[config.mk]
export PLATFORM = sky130hd
export DESIGN_NAME = edge_event_arbiter_flat
export DESIGN_NICKNAME = d
export VERILOG_FILES = /design/src/rtl/edge_evt_pkg.sv /design/src/rtl/edge_event_arbiter_if.sv /design/src/rtl/rr_arbiter.sv /design/src/rtl/edge_event_arbiter.sv /design/src/flat_wrapper.sv
export SDC_FILE = /design/constraint.sdc
export NUM_CORES = 1
export LEC_CHECK = 0
export BUFFER_PORTS_ARGS = -buffer_cell sky130_fd_sc_hd__buf_2
export CAP_MARGIN = 0
export CORE_AREA = 2 2 65 67
export CTS_CLUSTER_SIZE = 25
export DETAILED_ROUTE_END_ITERATION = 10
export DIE_AREA = 0 0 67 69
export GPL_TIMING_DRIVEN = 0
export PLACE_DENSITY = 0.78
export SLEW_MARGIN = 10
export SYNTH_ARGS = -nofsm -noshare
export SYNTH_HDL_FRONTEND = slang
export SYNTH_SLANG_ARGS = --single-unit
[constraint.sdc]
create_clock -name clk -period 3.44 [get_ports clk]
set_input_delay 0.688 -clock clk [delete_from_list [all_inputs] [get_ports clk]]
set_output_delay 0.688 -clock clk [all_outputs]
set_load 0.005 [all_outputs]
[src/rtl/edge_evt_pkg.sv]
// Shared sizing and output-stage state type for the edge event arbiter.
package edge_evt_pkg;

    localparam int unsigned DEF_WIDTH = 8;

    // Index width; a single input still needs one index bit.
    function automatic int unsigned idx_w(input int unsigned w);
        return (w > 1) ? $clog2(w) : 1;
    endfunction

    typedef enum logic {
        EMPTY = 1'b0,
        FULL  = 1'b1
    } out_state_e;

endpackage

[src/rtl/edge_event_arbiter_if.sv]
// Edge-pulse input / event output bundle of the edge event arbiter.
interface edge_event_arbiter_if #(
    parameter int WIDTH = edge_evt_pkg::DEF_WIDTH,
    parameter int IDX_W = edge_evt_pkg::idx_w(WIDTH)
) ();

    logic [WIDTH-1:0] pedge;
    logic             ovf_clr;
    logic             evt_ready;
    logic             evt_valid;
    logic [IDX_W-1:0] evt_idx;
    logic [WIDTH-1:0] ovf;
    logic             busy;

    modport master (
        output pedge, ovf_clr, evt_ready,
        input  evt_valid, evt_idx, ovf, busy
    );

    modport slave (
        input  pedge, ovf_clr, evt_ready,
        output evt_valid, evt_idx, ovf, busy
    );

endinterface

[src/rtl/rr_arbiter.sv]
// Round-robin pick among requests, starting at the slot after the last grant.
module rr_arbiter
    import edge_evt_pkg::*;
#(
    parameter int WIDTH = DEF_WIDTH,
    parameter int IDX_W = idx_w(WIDTH)
) (
    input  logic             clk,
    input  logic             rst_n,
    input  logic [WIDTH-1:0] req_i,
    input  logic             adv_i,
    output logic             gnt_vld_o,
    output logic [IDX_W-1:0] gnt_idx_o
);

    logic [IDX_W-1:0] ptr_q, ptr_d;
    logic [IDX_W:0]   sum;
    logic [IDX_W-1:0] slot;

    // Scan WIDTH slots from ptr_q, wrapping; first set request wins.
    always_comb begin
        gnt_vld_o = 1'b0;
        gnt_idx_o = '0;
        sum       = '0;
        slot      = '0;
        for (int k = 0; k < WIDTH; k++) begin
            sum = {1'b0, ptr_q} + (IDX_W+1)'(k);
            if (sum >= (IDX_W+1)'(WIDTH)) sum = sum - (IDX_W+1)'(WIDTH);
            slot = sum[IDX_W-1:0];
            if (!gnt_vld_o && req_i[slot]) begin
                gnt_vld_o = 1'b1;
                gnt_idx_o = slot;
            end
        end
    end

    always_comb begin
        ptr_d = ptr_q;
        if (adv_i && gnt_vld_o)
            ptr_d = (gnt_idx_o == IDX_W'(WIDTH-1)) ? '0 : gnt_idx_o + IDX_W'(1);
    end

    always_ff @(posedge clk or negedge rst_n) begin
        if (!rst_n) ptr_q <= '0;
        else        ptr_q <= ptr_d;
    end

endmodule

[src/rtl/edge_event_arbiter.sv]
// Collects one-cycle edge pulses into a pending set, flags lost events and
// serialises them round-robin onto a one-entry valid/ready output stage.
module edge_event_arbiter
    import edge_evt_pkg::*;
#(
    parameter int WIDTH = DEF_WIDTH,
    parameter int IDX_W = idx_w(WIDTH)
) (
    input  logic                 clk,
    input  logic                 rst_n,
    edge_event_arbiter_if.slave  evt
);

    logic [WIDTH-1:0] pend_q, pend_d;
    logic [WIDTH-1:0] ovf_q, ovf_d;
    logic [WIDTH-1:0] gnt_oh;
    logic             gnt_vld, grant;
    logic [IDX_W-1:0] gnt_idx;
    out_state_e       state_q;
    logic [IDX_W-1:0] idx_q;

    // A slot frees up when the stage is empty or its event is taken now.
    assign grant = gnt_vld && ((state_q == EMPTY) || evt.evt_ready);

    rr_arbiter #(.WIDTH(WIDTH), .IDX_W(IDX_W)) u_rr (
        .clk       (clk),
        .rst_n     (rst_n),
        .req_i     (pend_q),
        .adv_i     (grant),
        .gnt_vld_o (gnt_vld),
        .gnt_idx_o (gnt_idx)
    );

    always_comb begin
        gnt_oh = '0;
        if (grant) gnt_oh[gnt_idx] = 1'b1;
    end

    // A pulse on a bit being granted re-arms it instead of counting as lost.
    assign pend_d = (pend_q & ~gnt_oh) | evt.pedge;
    assign ovf_d  = (ovf_q & {WIDTH{~evt.ovf_clr}}) | (evt.pedge & pend_q & ~gnt_oh);

    always_ff @(posedge clk or negedge rst_n) begin
        if (!rst_n) begin
            pend_q <= '0;
            ovf_q  <= '0;
        end else begin
            pend_q <= pend_d;
            ovf_q  <= ovf_d;
        end
    end

    always_ff @(posedge clk or negedge rst_n) begin
        if (!rst_n) begin
            state_q <= EMPTY;
            idx_q   <= '0;
        end else begin
            case (state_q)
                EMPTY: if (grant) begin
                    state_q <= FULL;
                    idx_q   <= gnt_idx;
                end
                FULL: begin
                    if (grant)               idx_q   <= gnt_idx;
                    else if (evt.evt_ready)  state_q <= EMPTY;
                end
                default: state_q <= EMPTY;
            endcase
        end
    end

    assign evt.evt_valid = (state_q == FULL);
    assign evt.evt_idx   = idx_q;
    assign evt.ovf       = ovf_q;
    assign evt.busy      = (|pend_q) | (state_q == FULL);

endmodule

[src/flat_wrapper.sv]
// flat-port wrapper written by rule: the top's interface ports become plain ports
module edge_event_arbiter_flat import edge_evt_pkg::*;
#(
    parameter int WIDTH = DEF_WIDTH,
    parameter int IDX_W = idx_w(WIDTH)
)
  (clk, rst_n, evt_pedge, evt_ovf_clr, evt_evt_ready, evt_evt_valid, evt_evt_idx, evt_ovf, evt_busy);
  edge_event_arbiter_if #(.WIDTH(WIDTH), .IDX_W(IDX_W)) evt_i ();
  input  logic clk;
  input  logic rst_n;
  input wire logic [$bits(evt_i.pedge)-1:0] evt_pedge;
  input wire logic [$bits(evt_i.ovf_clr)-1:0] evt_ovf_clr;
  input wire logic [$bits(evt_i.evt_ready)-1:0] evt_evt_ready;
  output wire logic [$bits(evt_i.evt_valid)-1:0] evt_evt_valid;
  output wire logic [$bits(evt_i.evt_idx)-1:0] evt_evt_idx;
  output wire logic [$bits(evt_i.ovf)-1:0] evt_ovf;
  output wire logic [$bits(evt_i.busy)-1:0] evt_busy;
  assign evt_i.pedge = evt_pedge;
  assign evt_i.ovf_clr = evt_ovf_clr;
  assign evt_i.evt_ready = evt_evt_ready;
  assign evt_evt_valid = evt_i.evt_valid;
  assign evt_evt_idx = evt_i.evt_idx;
  assign evt_ovf = evt_i.ovf;
  assign evt_busy = evt_i.busy;
  edge_event_arbiter #(.WIDTH(WIDTH), .IDX_W(IDX_W)) u_core (.clk(clk), .rst_n(rst_n), .evt(evt_i));
endmodule
==> metrics.txt, run 1 <==
predominant post-synthesis flop cell=dfrtp_1; Total Neg Setup Slack=0 ns; die height=69 um; Hold/Removal Path Class=input port to asynchronous set/reset pin; via density per instance=6.14; hold_buf cts=0; Synth Net Count=195; Comb power frac=73.8%; grt ovf=0; LEAKAGE=0.945 nW; Inserted Clock Buffers=3; Synth Cell Area=0.00194 mm^2; Final Hold Vio Count=0; largest net degree at the start of global routing=24; final setup fails=0; DR iter-0 viols=97; CTS tree=built; RePlAce Congestion=0.884; antenna-violating nets left=0; Critical Path RT=3.59 ns; first-pass GRT wire length=8060 um; Clock Power Share=7.4%; Final Hold Slack=0.383 ns; CTS Buffer Depth=2; DRT Wirelength=4900 um; Max Slew Vio Count=0; htree depth=1; Post-Synthesis Cells=180; CP cell instances=buf_6 > inv_8 > ha_4 > mux2_4 > mux4_2 > a2bb2oi_4 > or2_4 > o311a_1 > o21ai_2 > or3b_4 > a32o_1; GRT Resource Usage Total=22.1%; worst vdd ir=0.489 mV; Arr. time, crit path=3.59 ns; Sw Share=44.4%; skew final=0.00245 ns; clock-pin transition on the worst setup and hold timing paths=0.08 ns; Seq/Total Area, Yosys=29.7%; DRC viols=0; Initial Utilization=49.5%; EDFF count, synth=0; crit end category=register; pin slew with the least headroom to its limit=0.503 ns; DP Wirelength=3410 um; CTS root buf=clkbuf_8; Vias=1658; CP max-delay cell=mux4_2; Avg WL per Cell=18.1 um; syn_area_per_cell=10.8 um^2; Port Buf Inserts=24; f_max=291 MHz; Synth warnings=0; CP Class=register to register; minimum clock period=3.44 ns; fin crit share=100%; DRT Pass-1 Iters=4; commonest non-fill, non-tap cells in the layout=buf_2 (29), dfrtp_1 (22), mux4_2 (14), buf_4 (14), nor2_1 (9); vias in the first global route=1637; Startpoint Class=register; DIE AREA=0.00462 mm^2; flops & latches, synth=23; fillers=358; fraction of layout cells with a size suffix above 1=44.5%; clk_lat worst skew=0.26 ns; fin util=61.2%; slowest stage delay, CP=0.52 ns; Yosys cell types=52; ys async rst share=100%; Psw=0.000993 W; status=complete, no violations; # clock sinks=23; P_int=0.00124 W; Max Cap Viol=0; sequential fraction of design power=18.8%; Area Growth Syn to Fin=23.6%; Die X=67 um; antenna violations before repair=0; Ant. Diodes=0; most common cell after layout, fill and taps aside=buf_2; overall power=0.00224 W; Layout Nets=236; top fanout value on the critical path=7; Max-slew headroom=66.5%; RSZ-0062 raised after global routing=yes; core area=0.00391 mm^2; IO Pins=25; Rows=23; pwr dens=933 mW/mm^2
[final cells by class]
cell class / count / area, um^2 / share of cell area, %
multi-input combinational: 132 / 1350 / 56.5
sequential: 23 / 577 / 24.1
timing repair buffer: 38 / 225 / 9.40
buffer: 13 / 80.1 / 3.34
tap: 50 / 62.6 / 2.61
inverter: 10 / 52.6 / 2.19
clock buffer: 4 / 45.0 / 1.88
[flip-flops by register name, summed over array words and instances, names as in the netlist]
signal,flops
u_core.pend_q,8
u_core.evt.evt_idx,3
u_core.u_rr.ptr_q,3
u_core.evt.evt_valid,1
u_core.evt.ovf,8
[critical path, delay by kind of cell (launching register included)]
family	cells	cell delay, ns
multiplexers	2	0.82
AO/OA/AOI/OAI	4	0.96
buffers and inverters	2	0.16
adder cells (fa/ha/maj)	1	0.32
flip-flops	1	0.37
AND/OR/NAND/NOR	2	0.68
[cells by family after synthesis]
family / share of synthesized area (%)
AOI/OAI and AO/OA: 19.6
xor gates and xnor gates: 1.36
buffers and inverters: 6.59
DFF: 29.7
and+or+nand+nor: 13.3
adders and majority gates: 1.94
muxes: 27.5
[cell usage after synthesis, drive strengths merged (2+ instances only)]
library cell  instances  area share, %
a21o                  7            2.7
a21oi                 5            1.3
a221oi                3            1.4
a32o                  5            2.6
buf                   9            3.4
clkbuf                6            1.2
dfrtp                23             30
ha                    3            1.9
inv                  10            1.9
mux2                 11            6.6
mux2i                 9            4.7
mux4                 14             16
nand2                 7            1.4
nand2b                5            1.6
nand3                 3           0.77
nand4                 4            1.3
nor2                 10            2.1
nor2b                 2           0.65
nor3                  4            1.0
nor4                  2            1.4
o21ai                 7            2.0
o21bai                3            1.2
o2bb2ai               3            1.4
o311a                 2            1.0
o31ai                 2           0.77
or3                   2           0.65
or3b                  2           0.90
xor2                  2           0.90
[repair_timing]
action	CTS	global route
endpoints found under the setup margin	20	15
pin swaps	8	13
setup buffers	9	5
gates resized for setup	15	14
[power by group through the flow]
| stage | registers (W) | clock network (W) | logic [W] |
|---|---|---|---|
| 5_1_grt | 0.000433 | 0.000176 | 0.00177 |
| 3_5_place_dp | 0.000430 | 0 | 0.00133 |
| 2_1_floorplan | 0.000425 | 0 | 0.00105 |
| 6_report | 0.000419 | 0.000166 | 0.00165 |
| 3_3_place_gp | 0.000427 | 0 | 0.00130 |
| 4_1_cts | 0.000412 | 0.000165 | 0.00151 |
[final timing paths]
check / cells after the start / from / slack, ns / endpoint
worst max-delay path: 11 / u_core.u_rr.ptr_q[0] / 0.0006 / u_core.evt.ovf[4]
worst max register to register: 11 / u_core.u_rr.ptr_q[0] / 0.0006 / u_core.evt.ovf[4]
min in group clk: 1 / u_core.evt.ovf[6] / 0.49 / u_core.evt.ovf[6]
worst min-delay path: 1 / rst_n / 0.38 / u_core.evt.evt_idx[2]
max in group asynchronous: 1 / rst_n / 2.69 / u_core.u_rr.ptr_q[1]
worst min register to register: 1 / u_core.evt.ovf[6] / 0.49 / u_core.evt.ovf[6]
[metal layers]
layer  track usage [%]  up-vias  wire length (um)
li1                  -      778                 -
met1              29.6      820              2170
met2              37.3       48              2420
met3              2.28       12               160
met4              6.12        0               148
met5                 0        -                 0
[stage by stage]
stage                     std cells  setup WS, ns  instance area (um^2)
after floorplan                 180       0.00132                  1970
after global placement          254        -0.289                  2160
after detailed placement        254        -0.339                  2160
after CTS                       266       -0.0517                  2320
after global routing            270       -0.0647                  2390
final                           270      0.000641                  2390
(Power assumes the default switching activity.)
==> inputs of run 2 (changes only) <==
CORE_AREA = 2 2 83 85   (was 2 2 65 67)
DIE_AREA = 0 0 85 87   (was 0 0 67 69)
PLACE_DENSITY = 0.53   (was 0.78)
==> metrics.txt, run 2 (synthesized netlist as in run 1, its figures left out) <==
hold_buf cts=0 (unchanged); htree depth=1 (unchanged); grt ovf=0 (unchanged); Max Cap Viol=0 (unchanged); DRC viols=0 (unchanged); Worst Path Buf+Inv=2 (unchanged); largest net degree at the start of global routing=24 (unchanged); Psw=0.00102 W (+3.2%); die height=87 um (+26%); f_max=280 MHz (-3.8%); Final Hold Slack=0.388 ns (+0.00529 ns); skew final=0.00250 ns (+0.0000445 ns); LEAKAGE=0.983 nW (+4.0%); CP cell instances=clkbuf_16 > inv_8 > ha_4 > mux2_4 > mux4_2 > a2bb2oi_4 > or2_4 > o311a_4 > o21ai_4 > or3b_4 > a32o_1; Hold/Removal Path Class=input port to asynchronous set/reset pin; antenna-violating nets left=0 (unchanged); RSZ-0062 raised after global routing=yes; Max-slew headroom=65.4% (-1.1 points); antenna violations before repair=0 (unchanged); pin slew with the least headroom to its limit=0.519 ns (+0.0165 ns); Rows=30 (+30%); Arr. time, crit path=3.73 ns (+0.14 ns); Initial Utilization=29.5% (-20 points); fraction of layout cells with a size suffix above 1=47.8% (+3.2 points); CTS Buffer Depth=2 (unchanged); Ant. Diodes=0 (unchanged); DR iter-0 viols=43 (-56%); most common cell after layout, fill and taps aside=buf_2; via density per instance=5.49 (-11%); Vias=1681 (+1.4%); Die X=85 um (+27%); top fanout value on the critical path=7 (unchanged); CP max-delay cell=mux4_2; Clock Power Share=7.2% (-0.2 points); Area Growth Syn to Fin=30.4%; DIE AREA=0.00740 mm^2 (+60%); sequential fraction of design power=17.5% (-1.3 points); CP delay by family, top=compound AO/OA/AOI/OAI gates; Inserted Clock Buffers=3 (unchanged); Layout Nets=242 (+2.5%); final setup fails=8 (+8); Sw Share=43.7% (-0.70 points); DRT Wirelength=5170 um (+5.5%); P_int=0.00132 W (+6.2%); final setup margin=-0.135 ns (-0.136 ns); DRT Pass-1 Iters=4 (unchanged); Critical Path RT=3.59 ns (about the same); core area=0.00657 mm^2 (+68%); GRT Resource Usage Total=14.3% (-7.7 points); DP Wirelength=3610 um (+5.7%); final instance area=0.00253 mm^2 (+5.5%); Comb power frac=75.4% (+1.6 points); Startpoint Class=register; Avg WL per Cell=16.9 um (-6.9%); first-pass GRT wire length=8510 um (+5.6%); area post-placement=0.00219 mm^2 (+1.7%); pwr dens=928 mW/mm^2 (-0.57%); IO Pins=25 (unchanged); vias in the first global route=1676 (+2.4%); # clock sinks=23 (unchanged); fin crit share=104% (+3.9 points); Max Slew Vio Count=0 (unchanged); slowest stage delay, CP=0.54 ns (+0.02 ns); CP Class=register to register; violated checks=negative setup slack; Port Buf Inserts=24 (unchanged); crit end category=register; CTS tree=built; fillers=648 (+81%); status=finished, violations left; Final Hold Vio Count=0 (unchanged); CTS root buf=clkbuf_8; commonest non-fill, non-tap cells in the layout=buf_2 (29), dfrtp_1 (22), buf_4 (18), mux4_2 (14), nor2_1 (9); RePlAce Congestion=0.780 (-12%); clock-pin transition on the worst setup and hold timing paths=0.08 ns (about the same); worst vdd ir=0.456 mV (-6.7%); minimum clock period=3.57 ns (+0.136 ns); clk_lat worst skew=0.26 ns (about the same)
run 2: worst reg2reg max path, stage by stage (launching register included):
cell and delay (ns):
dfrtp_2 0.38, clkbuf_16 0.14, inv_8 0.03, ha_4 0.32, mux2_4 0.31, mux4_2 0.54, a2bb2oi_4 0.18, or2_4 0.29
o311a_4 0.39, o21ai_4 0.23, or3b_4 0.42, a32o_1 0.25
run 2: final cells by class:
class,instances,area (um^2),share of cell area [%]
flip-flops and latches,23,577,22.8
clock buffers,4,45.0,1.78
multi-input cells,132,1380,54.6
well taps,80,100,3.96
inverters,10,52.6,2.08
plain buffers,14,101,4.01
repair buffers,43,270,10.7
run 2: per-layer routing:
metal	wire, um	global-route usage, %	up-vias	part of all wire, %
li1	-	-	791	-
met1	2200	18.7	833	43
met5	0	0	-	0
met2	2700	25.6	49	52
met3	175	0.758	8	3.4
met4	87	4.47	0	1.7
run 2: final timing paths:
check	startpoint	slack, ns	depth (start not counted)	end
max	u_core.u_rr.ptr_q[1]	-0.13	11	u_core.evt.ovf[4]
min	rst_n	0.39	1	u_core.evt.evt_idx[2]
max reg2reg	u_core.u_rr.ptr_q[1]	-0.13	11	u_core.evt.ovf[4]
min reg2reg	u_core.evt.ovf[2]	0.49	1	u_core.evt.ovf[2]
max in group asynchronous	rst_n	2.68	1	u_core.u_rr.ptr_q[1]
min in group clk	u_core.evt.ovf[2]	0.49	1	u_core.evt.ovf[2]
run 2: power by group through the flow:
stage | combinational [W] | clock (W) | sequential, W
after detailed placement | 0.00135 | 0 | 0.000430
after floorplan | 0.00105 | 0 | 0.000425
final | 0.00177 | 0.000168 | 0.000410
after global routing | 0.00191 | 0.000184 | 0.000422
after global placement | 0.00134 | 0 | 0.000428
after CTS | 0.00157 | 0.000173 | 0.000412
run 2: what timing repair did:
action,in CTS,in global routing
setup buffers,14,5
pin swaps,8,12
endpoints found under the setup margin,20,20
gates resized for setup,11,23
cloned,1,0
run 2: through the flow:
stage	utilization [%]	TNS (ns)	setup WS [ns]	power (W)	cells
after detailed placement	33.4	-4.07	-0.361	0.00178	284
final	38.5	-0.487	-0.135	0.00234	306
after global placement	33.4	-4.31	-0.365	0.00177	284
after floorplan	-	0	0.00132	0.00147	180
after global routing	38.5	-1.77	-0.233	0.00252	306
after CTS	36.4	-0.208	-0.0784	0.00215	302
